## src/rtl/debounce_edge.sv

```systemverilog
// Multi-channel input conditioner: two-flop synchronizer, per-channel stability
// filter gated by a sample-tick enable, and registered level plus rise/fall strobes.
module debounce_edge #(
   parameter int N      = 1,
   parameter int STABLE = 1000,
   parameter int CNT_W  = 16
) (
   input  logic         clk,
   input  logic         res,
   input  logic         en,
   input  logic [N-1:0] din,
   output logic [N-1:0] q,
   output logic [N-1:0] rise,
   output logic [N-1:0] fall
);

   localparam logic [CNT_W-1:0] CNT_ZERO = {CNT_W{1'b0}};
   localparam logic [CNT_W-1:0] CNT_ONE  = {{(CNT_W-1){1'b0}}, 1'b1};
   localparam logic [CNT_W-1:0] CNT_LAST = CNT_W'(STABLE - 1);

   logic [N-1:0]     s0;
   logic [N-1:0]     s1;
   logic [CNT_W-1:0] cnt [N];

   // Synchronizer runs every edge; the filter and strobes advance per channel.
   always_ff @(posedge clk or posedge res) begin
      if (res) begin
         s0   <= {N{1'b0}};
         s1   <= {N{1'b0}};
         q    <= {N{1'b0}};
         rise <= {N{1'b0}};
         fall <= {N{1'b0}};
         for (int i = 0; i < N; i++) begin
            cnt[i] <= CNT_ZERO;
         end
      end else begin
         s0 <= din;
         s1 <= s0;
         for (int i = 0; i < N; i++) begin
            rise[i] <= 1'b0;
            fall[i] <= 1'b0;
            if (s1[i] == q[i]) begin
               // any agreeing sample aborts a pending change
               cnt[i] <= CNT_ZERO;
            end else if (!en) begin
               cnt[i] <= cnt[i];
            end else if (cnt[i] == CNT_LAST) begin
               q[i]    <= s1[i];
               cnt[i]  <= CNT_ZERO;
               rise[i] <= s1[i];
               fall[i] <= ~s1[i];
            end else begin
               cnt[i] <= cnt[i] + CNT_ONE;
            end
         end
      end
   end

endmodule

```

## config.mk

```make
export PLATFORM = sky130hd
export DESIGN_NAME = debounce_edge
export DESIGN_NICKNAME = d
export VERILOG_FILES = /design/src/rtl/debounce_edge.sv
export SDC_FILE = /design/constraint.sdc
export NUM_CORES = 1
export LEC_CHECK = 0
export CELL_PAD_IN_SITES_DETAIL_PLACEMENT = 1
export CELL_PAD_IN_SITES_GLOBAL_PLACEMENT = 1
export CORE_AREA = 2 2 52 66
export CTS_CLUSTER_DIAMETER = 50
export DETAILED_ROUTE_END_ITERATION = 12
export DIE_AREA = 0 0 54 68
export PLACE_DENSITY_LB_ADDON = 0.05
export SLEW_MARGIN = 20
export SYNTH_ARGS = -nofsm -noshare
export SYNTH_HDL_FRONTEND = slang
export SYNTH_SLANG_ARGS = --single-unit
export TNS_END_PERCENT = 10
```

## constraint.sdc

```tcl
create_clock -name clk -period 1.6 [get_ports clk]
set_input_delay 0.32 -clock clk [delete_from_list [all_inputs] [get_ports clk]]
set_output_delay 0.32 -clock clk [all_outputs]
set_load 0.05 [all_outputs]
```

==> summary.md <==
| Metric | Value |
|---|---|
| Status | completed |
| Seq/Total Area, Yosys | 44.3% |
| Final WS setup | 0.0200 ns |
| Final setup viols | 0 |
| TNS Setup | 0 ns |
| Total GRT Usage | 20.3% |
| PortBufs | 6 |
| Slowest stage delay, CP | 0.44 ns |
| Synthesized area per cell | 10.3 um^2 |
| Layout cells sized above 1 | 32.4% |
| CP Launch Type | flop |
| Worst Hold Class | in -> async |
| R2R cell count | 4 |
| Crit path capture type | flop |
| Power Total | 977 uW |
| WL final | 3.28 mm |
| Wire per inst | 18.3 um |
| Max_slew headroom | 76.3% |
| Worst path depth | 4 |
| CP arrival | 1.73 ns |
| Site Rows | 23 |
| Root Driver | clkbuf_8 |
| CP Max Fanout | 3 |
| LEAKAGE | 0.000669 uW |
| Core area | 0.00311 mm^2 |
| CTS tree | built |
| Final Skew | 0.00273 ns |
| DRT iter0 DRCs | 24 |
| GP Congestion | 0.810 |
| Vias in the first global route | 1121 |
| Crit path max-delay family | simple AND/OR/NAND/NOR gates |
| Mapped Area | 0.00119 mm^2 |
| DP Wirelength | 2.43 mm |
| CP max-delay cell | dfrtp_2 |
| Die area | 0.00367 mm^2 |
| I/O pin count | 7 |
| Hold Vio Cnt, Final | 0 |
| Dpl ws | -0.0696 ns |
| Longest Clk Path Bufs | 2 |
| Worst flop-to-flop path startpoint | cnt[14] |
| Fin util | 49.3% |
| Via count | 1037 |
| CTS H-tree depth | 1 |
| PD cells | 638 mW/mm^2 |
| Die W | 54 um |
| Worst path required time | 1.75 ns |
| Minimum clock period | 1.58 ns |
| Final count of pins violating max slew | 0 |
| Aggregate global routing overflow | 0 |
| Clk Latency, worst-skew pair | 0.26 ns |
| First-pass GRT wire length | 5.34 mm |
| Max-cap check violation count | 0 |
| Fmax | 0.633 GHz |
| Crit. Startpoint | cnt[14] |
| Number of synthesized flops with an enable pin | 0 |
| Critical path buffers and inverters | 0 |
| Largest net degree at the start of global routing | 20 |
| Max VDD drop | 0.385 mV |
| Initial Utilization | 38.2% |
| Sink Count | 21 |
| Nets | 148 |
| YS warnings | 0 |
| Synth Net Count | 120 |
| Antenna violations before repair | 0 |
| RSZ-0062 raised after global routing | yes |
| DR DRC count | 0 |
| Synthesis-to-finish area growth | 29.1% |
| Die height | 68 um |
| Cells after Synth | 115 |
| Via density | 5.79 |
| Worst-Margin Slew | 0.352 ns |
| CTS buffer count | 3 |
| End of the worst register-to-register path | q |
| Post-synthesis async set-or-reset flop share | 100% |
| CP Class | reg -> reg |
| Clk slew on worst S/H paths | 0.08 ns |
| Top_reg_cell synth | dfrtp_1 |
| Post-synthesis register bit count | 21 |
| Antenna diodes | 0 |
| Netlist cell types | 33 |
| Final ANT Viol Nets | 0 |
| Period utilization | 98.8% |
| Crit path to | q |
| Critical-path cell list | nor4_4 > and3_4 > nand2_2 > mux2_4 |
| 1st-pass router iterations | 4 |
| FF-to-FF setup slack | 0.02 ns |
-- kinds of logic after synthesis --
logic type | synth area share (%)
and+or+nand+nor | 30.6
xor gates and xnor gates | 2.95
AOI/OAI and AO/OA | 14.3
muxes | 1.90
adders and majority gates | 1.05
DFF | 44.3
buffers and inverters | 4.85
-- worst register-to-register path: cells and delay by family (launching register included) --
| kind | cells | cell delay [ns] |
|---|---|---|
| flops | 1 | 0.44 |
| mux | 1 | 0.29 |
| simple gates | 3 | 0.74 |
-- per-layer routing --
layer	vias up	GRT usage [%]	routed length, um
li1	497	-	-
met1	524	24.4	1430
met2	11	36.7	1750
met3	5	2.62	49
met4	0	6.56	43
met5	-	0	0
-- what timing repair did --
| action | in CTS | in global routing |
|---|---|---|
| setup buffers | 0 | 3 |
| gates cloned | 0 | 0 |
| gates resized for setup | 3 | 9 |
| setup endpoints to repair | 4 | 12 |
| hold buffers | 0 | 0 |
| pin swaps | 0 | 3 |
-- report_power, final --
part           internal, uW  switching, uW  total [uW]
registers               537           5.92         543
clock network           178            173         351
logic                  39.9           43.4        83.3
total                   755            223         977
-- layout make-up --
type                            instances  area [um^2]
Fill cell                             356         1580
Timing Repair Buffer                   29          254
Tap cell                               37         46.3
Clock buffer                            4         45.0
Multi-Input combinational cell         85          647
Sequential cell                        21          528
Inverter                                3         11.3
-- worst min-delay path by stage --
stage / start / endpoint / slack (ns) / depth (start not counted)
2_1_floorplan: res / cnt[0] / 0.30 / 1
3_3_place_gp: s0 / s1 / 0.34 / 0
3_5_place_dp: s0 / s1 / 0.34 / 0
4_1_cts: res / cnt[6] / 0.35 / 3
5_1_grt: res / cnt[11] / 0.37 / 3
6_report: res / cnt[6] / 0.35 / 3
-- through the flow --
stage	area [um^2]	cells	hold WS, ns
6_report	1530	179	0.353
5_1_grt	1530	179	0.367
4_1_cts	1470	176	0.353
3_5_place_dp	1420	172	0.336
3_3_place_gp	1420	172	0.344
2_1_floorplan	1190	115	0.296
-- cells in the mapped netlist (2+ instances only) --
| master | instances | area (um^2) |
|---|---|---|
| a31oi_1 | 19 | 119 |
| and2_1 | 2 | 12.5 |
| and3_1 | 5 | 31.3 |
| and4_1 | 5 | 43.8 |
| buf_4 | 2 | 15.0 |
| buf_6 | 2 | 22.5 |
| dfrtp_1 | 21 | 526 |
| inv_1 | 3 | 11.3 |
| nand2_1 | 5 | 18.8 |
| nand3_1 | 5 | 25.0 |
| nand3b_1 | 7 | 52.6 |
| nand4_1 | 6 | 37.5 |
| nor2_1 | 8 | 30.0 |
| nor3_1 | 2 | 10.0 |
| nor3b_1 | 2 | 15.0 |
| nor4_4 | 2 | 42.5 |
| xor2_1 | 3 | 26.3 |
-- flip-flops by register name, summed over array words and instances (netlist names) --
name and flops:
cnt 16, fall 1, q 1, rise 1, s0 1, s1 1
-- placed cells by master, fill, tap and decap left out, types with 4 or more instances in the layout --
| master | netlist | routed |
|---|---|---|
| nand2_1 | 5 | 4 |
| buf_4 | 2 | 23 |
| a31oi_1 | 19 | 18 |
| nor2_1 | 8 | 8 |
| nand4_1 | 6 | 6 |
| and4_1 | 5 | 4 |
| nand3b_1 | 7 | 7 |
| dfrtp_1 | 21 | 19 |
| and3_1 | 5 | 4 |
| nand3_1 | 5 | 5 |
(Power assumes the default switching activity.)
